## config.mk

```make
export PLATFORM = sky130hd
export DESIGN_NAME = div_seq
export DESIGN_NICKNAME = d
export VERILOG_FILES = /design/src/rtl/div_seq.sv
export SDC_FILE = /design/constraint.sdc
export NUM_CORES = 1
export LEC_CHECK = 0
export CAP_MARGIN = 20
export CORE_ASPECT_RATIO = 0.7
export CORE_MARGIN = 1.5
export CORE_UTILIZATION = 55
export DETAILED_ROUTE_END_ITERATION = 8
export DONT_BUFFER_PORTS = 1
export GPL_TIMING_DRIVEN = 0
export PLACE_DENSITY = 0.74
export REMOVE_ABC_BUFFERS = 1
export SYNTH_ARGS = -nofsm -noshare
export SYNTH_HDL_FRONTEND = slang
export SYNTH_SLANG_ARGS = --single-unit
```

## constraint.sdc

```tcl
create_clock -name clock -period 6.1 [get_ports clock]
set_input_delay 0.61 -clock clock [delete_from_list [all_inputs] [get_ports clock]]
set_output_delay 0.61 -clock clock [all_outputs]
set_load 0.02 [all_outputs]
```

## src/rtl/div_seq.sv

```systemverilog
// div_seq: sequential restoring divider, one quotient bit per clock.
// Signed (DIV) and unsigned (DIVU) modes, start/busy/done handshake,
// divide-by-zero flag. Quotient feeds LO, remainder feeds HI.
// Optional build macro DIV_EARLY_EXIT_EN: skip the shift/subtract loop
// when |dividend| < |divisor|.
module div_seq #(
    parameter int unsigned WIDTH = 32
) (
    input  logic             clock,
    input  logic             reset,
    input  logic             start,
    input  logic             is_signed,
    input  logic [WIDTH-1:0] dividend,
    input  logic [WIDTH-1:0] divisor,
    output logic             busy,
    output logic             done,
    output logic             div_zero,
    output logic [WIDTH-1:0] quotient,
    output logic [WIDTH-1:0] remainder
);

    localparam int unsigned CNT_W = $clog2(WIDTH + 1);

    typedef enum logic [1:0] {IDLE, CALC, FIXUP, DONE} state_t;

    state_t             state, state_nxt;
    logic [CNT_W-1:0]   cnt, cnt_nxt;
    logic [WIDTH-1:0]   rem, rem_nxt;
    logic [WIDTH-1:0]   quo, quo_nxt;
    logic [WIDTH-1:0]   dvs, dvs_nxt;
    logic               sgn, sgn_nxt;
    logic               neg_a, neg_a_nxt;
    logic               neg_b, neg_b_nxt;
    logic               busy_nxt, done_nxt, div_zero_nxt;
    logic [WIDTH-1:0]   quotient_nxt, remainder_nxt;

    logic               in_neg_a, in_neg_b;
    logic [WIDTH-1:0]   mag_a, mag_b;
    logic [WIDTH+1:0]   trial;

    // Operand magnitudes at the inputs; ~x+1 is exact for MIN read as unsigned
    always_comb begin
        in_neg_a = is_signed & dividend[WIDTH-1];
        in_neg_b = is_signed & divisor[WIDTH-1];
        mag_a    = in_neg_a ? (~dividend + WIDTH'(1)) : dividend;
        mag_b    = in_neg_b ? (~divisor + WIDTH'(1)) : divisor;
    end

    // Trial subtraction of the shifted partial remainder; MSB set means negative
    always_comb begin
        trial = {1'b0, rem, quo[WIDTH-1]} - {2'b00, dvs};
    end

    // Next-state and datapath/output next values
    always_comb begin
        state_nxt     = state;
        cnt_nxt       = cnt;
        rem_nxt       = rem;
        quo_nxt       = quo;
        dvs_nxt       = dvs;
        sgn_nxt       = sgn;
        neg_a_nxt     = neg_a;
        neg_b_nxt     = neg_b;
        div_zero_nxt  = div_zero;
        quotient_nxt  = quotient;
        remainder_nxt = remainder;

        case (state)
            IDLE: begin
                if (start) begin
                    sgn_nxt   = is_signed;
                    neg_a_nxt = in_neg_a;
                    neg_b_nxt = in_neg_b;
                    dvs_nxt   = mag_b;
                    rem_nxt   = '0;
                    quo_nxt   = mag_a;
                    cnt_nxt   = CNT_W'(WIDTH);
                    if (divisor == '0) begin
                        div_zero_nxt  = 1'b1;
                        quotient_nxt  = '0;
                        remainder_nxt = '0;
                        state_nxt     = DONE;
                    end
`ifdef DIV_EARLY_EXIT_EN
                    else if (mag_a < mag_b) begin
                        div_zero_nxt = 1'b0;
                        quo_nxt      = '0;
                        rem_nxt      = mag_a;
                        state_nxt    = FIXUP;
                    end
`endif
                    else begin
                        div_zero_nxt = 1'b0;
                        state_nxt    = CALC;
                    end
                end
            end
            CALC: begin
                rem_nxt = trial[WIDTH+1] ? {rem[WIDTH-2:0], quo[WIDTH-1]} : WIDTH'(trial);
                quo_nxt = {quo[WIDTH-2:0], ~trial[WIDTH+1]};
                cnt_nxt = cnt - CNT_W'(1);
                if (cnt == CNT_W'(1)) begin
                    state_nxt = FIXUP;
                end
            end
            FIXUP: begin
                quotient_nxt  = (sgn & (neg_a ^ neg_b)) ? (~quo + WIDTH'(1)) : quo;
                remainder_nxt = (sgn & neg_a) ? (~rem + WIDTH'(1)) : rem;
                state_nxt     = DONE;
            end
            DONE: begin
                state_nxt = IDLE;
            end
            default: begin
                state_nxt = IDLE;
            end
        endcase

        busy_nxt = (state_nxt == CALC) || (state_nxt == FIXUP);
        done_nxt = (state_nxt == DONE);
    end

    // State, datapath and registered outputs; reset aborts any operation
    always_ff @(posedge clock) begin
        if (reset) begin
            state     <= IDLE;
            cnt       <= '0;
            rem       <= '0;
            quo       <= '0;
            dvs       <= '0;
            sgn       <= 1'b0;
            neg_a     <= 1'b0;
            neg_b     <= 1'b0;
            busy      <= 1'b0;
            done      <= 1'b0;
            div_zero  <= 1'b0;
            quotient  <= '0;
            remainder <= '0;
        end else begin
            state     <= state_nxt;
            cnt       <= cnt_nxt;
            rem       <= rem_nxt;
            quo       <= quo_nxt;
            dvs       <= dvs_nxt;
            sgn       <= sgn_nxt;
            neg_a     <= neg_a_nxt;
            neg_b     <= neg_b_nxt;
            busy      <= busy_nxt;
            done      <= done_nxt;
            div_zero  <= div_zero_nxt;
            quotient  <= quotient_nxt;
            remainder <= remainder_nxt;
        end
    end

endmodule

```

==> results.py <==
metrics = {
    "final_layout": {
        "final_util": 0.608,
        "drive_gt1_frac": 0.0493,
        "fillers": 1626,
        "fin_nets": 1314,
        "fin_area_um2": 11000,
        "antenna_cells": 0,
        "layout.cells.non_filler": 1454,
        "areaGrowthSynthToFinish_pct": 7.59,
    },
    "clocking": {
        "post_cts_buffers": 0,
        "clkSinkCount": 174,
        "cts_tree": "done",
        "clk_latency_ns": 0.43,
        "cts_resized": 0,
        "clockBufferDepth": 2,
        "htreeDepth": 4,
        "cts_root_buffer": "clkbuf_16",
        "path_clk_slew_ns": 0.07,
        "numCtsBuffers": 17,
        "holdBufCountCts": 0,
    },
    "floorplan": {
        "fp.dieArea_um2": 19500,
        "num_rows": 41,
        "die_x_um": 166,
        "initial_utilization": 0.565,
        "die_y_um": 117,
        "coreArea_um2": 18200,
        "pin_count": 135,
    },
    "sta": {
        "finalHoldViolCount": 0,
        "layout_min_cycle_time_ns": 3.96,
        "rsz0062_at_grt": "false",
        "hold_ws_ns": 0.243,
        "setup_tns_ns": 0,
        "fin_ws_ns": 2.14,
        "setup_viol": 0,
        "maxSlewHeadroom": 0.271,
        "max_freq_mhz": 253,
        "worst_pin_slew_ns": 1.09,
        "fin_crit_sh": 0.649,
        "slew_violations": 0,
        "finClkSkew_ns": 0.0111,
    },
    "critical_path": {
        "arrival_ns": 4.27,
        "crit_type": "flop to flop",
        "reg2regPathDepth": 14,
        "endpoint_kind": "flop",
        "worstPathRequired_ns": 6.42,
        "cp_max_fo": 4,
        "start_kind": "flop",
    },
    "synth": {
        "syn_area_um2": 10300,
        "synth.area.top_cells": "dfxtp_1 34%, xnor2_1 6.5%, xor2_1 5.6%",
        "ys_seq_area_frac": 0.339,
        "ys.flop_type": "dfxtp_1",
        "yosysTopAreaCellShare": 0.339,
        "syn_area_per_cell_um2": 8.22,
        "ys_top_cells_by_count": "174 x dfxtp_1, 152 x nor2_1, 88 x a21oi_1",
        "syn-instance-count": 1248,
        "synth_top_cell_by_area": "dfxtp_1",
        "yosys_warnings": 0,
        "synth_cell_types": 63,
        "synth_seq_cells": 174,
        "synth-async-reset-ratio": 0,
        "yosys.cell_count.top_type": "dfxtp_1",
        "synth_edf_count": 0,
    },
    "power_and_ir_drop": {
        "p_leak_nw": 4.47,
        "pwr-share-clk": 0.307,
        "p_int_mw": 2.30,
        "seqPwrFrac": 0.368,
        "ir_drop_v": 0.000198,
        "p_total_mw": 3.56,
        "switchingPower_mw": 1.26,
        "pwr-share-comb": 0.324,
        "powerDensity_nw_per_um2": 322,
        "swShare": 0.354,
    },
    "routing": {
        "detail-route-antenna-nets": 0,
        "drt-initial-drc-count": 883,
        "wl_per_cell_um": 18.3,
        "wl_um": 26600,
        "route.detailed.drc": 10,
        "viasPerCell": 6.19,
        "drt_pass1_iterations": 8,
        "vias": 8999,
    },
    "global_route": {
        "track_usage": 0.275,
        "grt_first_pass_wirelength_um": 42500,
        "grt_start_max_net_pins": 91,
        "grt_pass1_vias": 8026,
        "antenna_found_initial": 0,
        "overflow": 0,
    },
    "place": {
        "place_area_um2": 10500,
        "preCtsSetupSlack_ns": 2.21,
        "gp_congestion": 0.896,
        "portBuffers": 0,
        "dp.cells": 1422,
        "dpl.hpwl_um": 19400,
    },
    "status": {
        "outcome": "finished with violations",
        "violations": "design-rule violations",
    },
    "run": {
        "cap_violations": 0,
    },
    "min_path": {
        "holdCritPathClass": "primary input to flop",
        "hold_depth": 1,
    },
}
cells by family after synthesis:
logic type	synth area share
xor+xnor	0.121
fa+ha+maj	0.0495
simple gates	0.164
buf+inv	0.0524
flops	0.339
compound gates	0.266
mux	0.00780
sequential cells by signal (all words and copies together), names as in the netlist:
name / count
remainder: 32
quo: 32
state: 2
cnt: 6
sgn: 1
done: 1
neg_b: 1
quotient: 32
dvs: 32
rem: 32
neg_a: 1
div_zero: 1
busy: 1
worst paths after layout:
| path | start | to | slack (ns) |
|---|---|---|---|
| setup reg to reg | quo[31]$_SDFFE_PP0P_ | rem[30]$_SDFFE_PP0P_ | 2.14 |
| setup / recovery | quo[31]$_SDFFE_PP0P_ | rem[30]$_SDFFE_PP0P_ | 2.14 |
| hold / removal | reset | dvs[29]$_SDFFE_PP0P_ | 0.24 |
| hold reg to reg | dvs[31]$_SDFFE_PP0P_ | dvs[31]$_SDFFE_PP0P_ | 0.46 |
layer usage:
layer,vias up,global-route usage,wire [µm]
met4,0,0.0764,362
met1,4218,0.398,13200
met3,31,0.0672,2050
met5,-,0,0
li1,4439,-,-
met2,311,0.406,11000
placed cells by master, fill, tap and decap left out, drive strengths merged, types with 22 or more instances in the layout:
| cell type | Yosys | routed |
|---|---|---|
| dfxtp | 174 | 174 |
| nor2 | 152 | 152 |
| a21oi | 88 | 88 |
| nand2 | 85 | 85 |
| o21ai | 76 | 76 |
| xnor2 | 76 | 76 |
| xor2 | 66 | 66 |
| inv | 60 | 61 |
| a22o | 55 | 55 |
| ha | 39 | 39 |
| a211oi | 34 | 34 |
| a222oi | 30 | 30 |
| clkbuf | 65 | 23 |
| o31ai | 22 | 22 |
worst max-delay path, cell delays in order, from the launching register on:
cell,delay (ns)
dfxtp_1,0.42
inv_1,0.07
ha_1,0.21
inv_1,0.09
fa_1,0.25
a211oi_1,0.11
o21bai_1,0.16
a21oi_1,0.14
o41ai_1,0.81
nor3_1,0.15
o31ai_1,0.69
nand4_1,0.19
nand3_1,0.11
o21ai_0,0.09
a221o_1,0.33
power groups by stage:
stage	registers, mW	clock network, mW	logic, mW
floorplan	1.30	0	0.865
global placement	1.33	0	1.08
detailed placement	1.33	0	1.12
finish	1.31	1.09	1.15
CTS	1.31	1.10	1.13
global route	1.32	1.15	1.29
final cells by class:
type / count / area, µm² / share of cell area
inverter: 60 / 225 / 0.0204
tap: 236 / 295 / 0.0267
multi-input combinational: 939 / 6260 / 0.567
sequential: 174 / 3480 / 0.315
clock buffer: 22 / 464 / 0.0420
timing repair buffer: 14 / 200 / 0.0181
clock inverter: 9 / 111 / 0.0101
No activity file was read; power rests on OpenSTA's default activity.
==> patch 1 (config.mk and constraints unchanged) <==
Re-encode `state_t` (4 states) as one-hot, 4 bits wide.
--- a/src/rtl/div_seq.sv
+++ b/src/rtl/div_seq.sv
@@ -21,7 +21,7 @@
 
     localparam int unsigned CNT_W = $clog2(WIDTH + 1);
 
-    typedef enum logic [1:0] {IDLE, CALC, FIXUP, DONE} state_t;
+    typedef enum logic [3:0] {IDLE = 4'b0001, CALC = 4'b0010, FIXUP = 4'b0100, DONE = 4'b1000} state_t;
 
     state_t             state, state_nxt;
     logic [CNT_W-1:0]   cnt, cnt_nxt;
Behaviour: same outputs for any inputs over 4 cycles, from zero or initial values and one cycle with reset high; so few cycles prove little.
==> patch 1 against the unedited design <==
- worst setup slack better by 0.35 ns
- largest cell class unchanged
- critical path depth decreased by 4
- wire length increased by 8.7%
- area after synthesis is 4.8% higher
- non-clock buffer count is 5 higher
- sequential cell count rose by 2
- design area is 6.3% higher
- count of clock-buffer cells in the layout fell by 3
- global-route usage up 1.5 points
Power is not compared: it rests on default switching activity, and its combinational part moved more than twofold at a synthesized area within 25%.
==> patch 1: results <==
group,metric,value,unit
critical_path,path_max_fanout,17,
synth,yosys-top-cells-area,"dfxtp_1 (33%), xnor2_1 (6.7%), nor2_1 (5.4%), xor2_1 (4.8%), a21oi_1 (4.7%)",
placed_design,place_inst,1548,
placed_design,gp_congestion,0.920,
cts,cts_resized,0,
drt,firstDrtPassIters,6,
timing,tightestPinTransition,1.03,ns
critical_path,rr_worst_depth,10,
pwr,ir_drop,186,µV
global_routing,grt_pass1_wl,46.9,mm
final_layout,drive_above_1_share,0.0585,
synth,ys_seq_area_frac,0.328,
drt,vias,9637,
synth,synthDistinctLibCells,70,
drt,wl_per_cell,18.3,µm
global_routing,grtUsageTotal,0.290,
run_status,outcome,"finished clean",
hold_path,worstHoldStart,"reset",
timing,fin_skew,0.00944,ns
synth,syn_inst,1345,
final_layout,fillers,1715,
critical_path,cp.arrival,3.87,ns
synth,synth_common_cells,"dfxtp_1 (176), nor2_1 (156), nand2_1 (110)",
placed_design,placed_area,11100,µm²
critical_path,critical_path.startpoint,"rem[0]",
hold_path,hold_class,"input port to register",
placed_design,dp_hpwl,21.4,mm
drt,drt-initial-drc-count,987,
final_layout,multiInputGateArea,6750,µm²
global_routing,grt_max_degree,119,
cts,numCtsBuffers,17,
final_layout,final_nets,1410,
global_routing,grt_pass1_vias,8926,
synth,synthArstFlopShare,0,
placed_design,pre_cts_ws,2.27,ns
drt,detail_route.vias_per_cell,6.10,
## patch 1: final cells by class
cell class	count	area share
inverters	56	0.0179
well taps	264	0.0281
multi-input cells	1033	0.575
flip-flops and latches	176	0.300
repair buffers	19	0.0231
clock inverters	13	0.0168
clock buffers	19	0.0386
## patch 1: kinds of logic (layout without fill, tap and decap cells)
group,Yosys count,in the layout,share of synthesized area
simple gates,416,416,0.183
mux,23,23,0.0216
flops,176,176,0.328
xor+xnor,141,141,0.115
fa+ha+maj,39,39,0.0461
buf+inv,136,107,0.0503
compound gates,414,414,0.257
## patch 1: final timing paths
check                                to  slack (ns)
worst min-delay path            quo[23]        0.25
worst min register to register  dvs[31]        0.46
worst max-delay path             rem[4]        2.50
worst max register to register   rem[4]        2.50
## patch 1: routing by layer
layer  up-vias  track usage  wire length [µm]
met5         -            0                 0
met4         0       0.0713               431
met3        27       0.0798              2690
met2       352        0.405             11600
met1      4483        0.433             14200
li1       4775            -                 -
## patch 1: worst max-delay path, cell delays in order, from the launching register on
cell and delay, ns:
dfxtp_1 0.43, ha_1 0.33, nor2b_1 0.16, o2111ai_1 0.16, a21boi_0 0.49, o22a_1 0.33, a41oi_1 0.24, a31oi_4 0.75
buf_16 0.23, mux2i_1 0.21, o21ai_0 0.10
## patch 1: power breakdown
group          internal [W]  switching, W
clock network      0.000719      0.000500
logic              0.000177      0.000260
registers           0.00119     0.0000399
total               0.00209      0.000800
## patch 1: stage by stage
step                power [W]  hold slack [ns]
floorplan             0.00158            0.426
global placement      0.00166            0.435
detailed placement    0.00168            0.447
CTS                   0.00289            0.225
global route          0.00300            0.237
finish                0.00289            0.251
==> patch 2 (config.mk and constraints unchanged) <==
Without the edit above. Set the parameter `WIDTH` to 64 (it was 32).
--- a/src/rtl/div_seq.sv
+++ b/src/rtl/div_seq.sv
@@ -4,7 +4,7 @@
 // Optional build macro DIV_EARLY_EXIT_EN: skip the shift/subtract loop
 // when |dividend| < |divisor|.
 module div_seq #(
-    parameter int unsigned WIDTH = 32
+    parameter int unsigned WIDTH = 64
 ) (
     input  logic             clock,
     input  logic             reset,
Ports: changed (resized dividend, divisor, quotient and remainder); port bits go from 135 to 263. No check against the original RTL was run, so the function may have changed too.
==> patch 2 against the unedited design <==
- the run still ends with DRC left
- synthesized cell count grew 100%
- power grew 56%
- critical path type unchanged
- worst setup slack got worse by 0.86 ns
- sequential cell count rose by 161
- clock skew up 0.016 ns
- design area up 110%
- area after synthesis rose by 100%
- wire length increased by 140%
- sequential share of layout area down 2.1 points
==> patch 2: results <==
group,metric,value,unit
drt,dr.max_layer_used,"met4",
cts,post_cts_buffers,0,
synth,yosys-top-cells-area,"dfxtp_1 (32%), xor2_1 (6.5%), xnor2_1 (5.9%), a22o_1 (5.2%), nor2_1 (4.7%)",
drt,drt-initial-drc-count,2161,
synth,synthXorXnorAreaFrac,0.124,
drt,drc_errors,11,
global_routing,grtUsageMet3,0.0495,
hold_path,hold_class,"input port to register",
pwr,p_sw,0.00164,W
synth,synthAdderAreaFrac,0.0433,
global_routing,grtUsageTotal,0.312,
drt,wl_per_cell,21.4,µm
timing,fin_skew,0.0268,ns
synth,yosysWarnings,0,
pwr,ir_drop,224,µV
synth,synth_compound_area_frac,0.269,
global_routing,grt_pass1_vias,17900,
run_status,outcome,"finished, violations left",
global_routing,use_met2,0.464,
drt,wl_met1,29.8,mm
cts,clock_latency,0.55,ns
synth,synthMuxAreaShare,0.0230,
timing,relSlewSlack,0.310,
drt,vias,19400,
final_layout,drive_above_1_share,0.0547,
global_routing,antenna_found_initial,0,
cts,numCtsBuffers,35,
placed_design,pre_cts_ws,1.36,ns
cts,clk_path_buf_depth,3,
global_routing,grtUsageMet1,0.461,
critical_path,cp.arrival,5.20,ns
drt,wl_met2,27.1,mm
run_status,violations,"DRC",
placed_design,gp_congestion,0.913,
placed_design,portBuffers,0,
pwr,leakagePower,9.05,nW
drt,firstDrtPassIters,9,
synth,synth_common_cells,"dfxtp_1 (335), nor2_1 (264), nand2_1 (165)",
global_routing,grt_pass1_wl,100,mm
cts,clk_pin_slew,0.06,ns
drt,met3_length,4.82,mm
critical_path,path_max_fanout,24,
final_layout,diodes,0,
synth,ys_seq_area_frac,0.320,
critical_path,critical_path.startpoint,"rem[1]",
synth,synthArstFlopShare,0,
cts,htreeDepth,2,
synth,synthDistinctLibCells,76,
placed_design,dp_hpwl,47.7,mm
global_routing,grt_max_degree,150,
final_layout,final_nets,2663,
-- patch 2: final cells by class --
type                       instances  area, µm²
multi-input combinational       1937      13200
tap                              488        611
sequential                       335       6710
inverter                         111        417
clock buffer                      48       1010
fill                            3328      14600
clock inverter                    15        161
timing repair buffer              39        636
-- patch 2: cells by family after synthesis --
family | count (synthesis)
compound gates | 802
xor+xnor | 296
fa+ha+maj | 72
buf+inv | 281
flops | 335
mux | 48
simple gates | 719
-- patch 2: through the flow --
stage / cells / setup TNS [ns] / instance area, µm²
global placement: 2871 / -2417.41 / 20900
floorplan: 2383 / -1025.34 / 20300
CTS: 2968 / 0 / 22600
detailed placement: 2905 / 0 / 21500
global route: 2973 / 0 / 22700
finish: 2973 / 0 / 22700
-- patch 2: worst max-delay path, cell delays in order, from the launching register on --
cell and delay, ns:
dfxtp_1 0.46, ha_1 0.34, o211ai_1 0.18, a21oi_1 0.09, o21ai_0 0.54, a211oi_1 0.22, o211ai_1 0.28, a21oi_1 0.24
a311oi_1 0.89, o21ai_4 0.21, buf_12 0.23, nand2_1 0.67, o21ai_0 0.24
-- patch 2: path summary, 6_finish.rpt --
| check | endpoint | slack [ns] | cells after the start |
|---|---|---|---|
| worst max-delay path | rem[35] | 1.28 | 12 |
| worst min-delay path | quo[49] | 0.14 | 1 |
| worst max register to register | rem[35] | 1.28 | 12 |
| worst min register to register | dvs[60] | 0.47 | 2 |
-- patch 2: power by group through the flow --
stage	clock [W]	sequential (W)	combinational, W
finish	0.00221	0.00238	0.000965
detailed placement	0	0.00242	0.000939
global route	0.00232	0.00239	0.00106
global placement	0	0.00242	0.000925
floorplan	0	0.00239	0.000721
CTS	0.00224	0.00237	0.000945
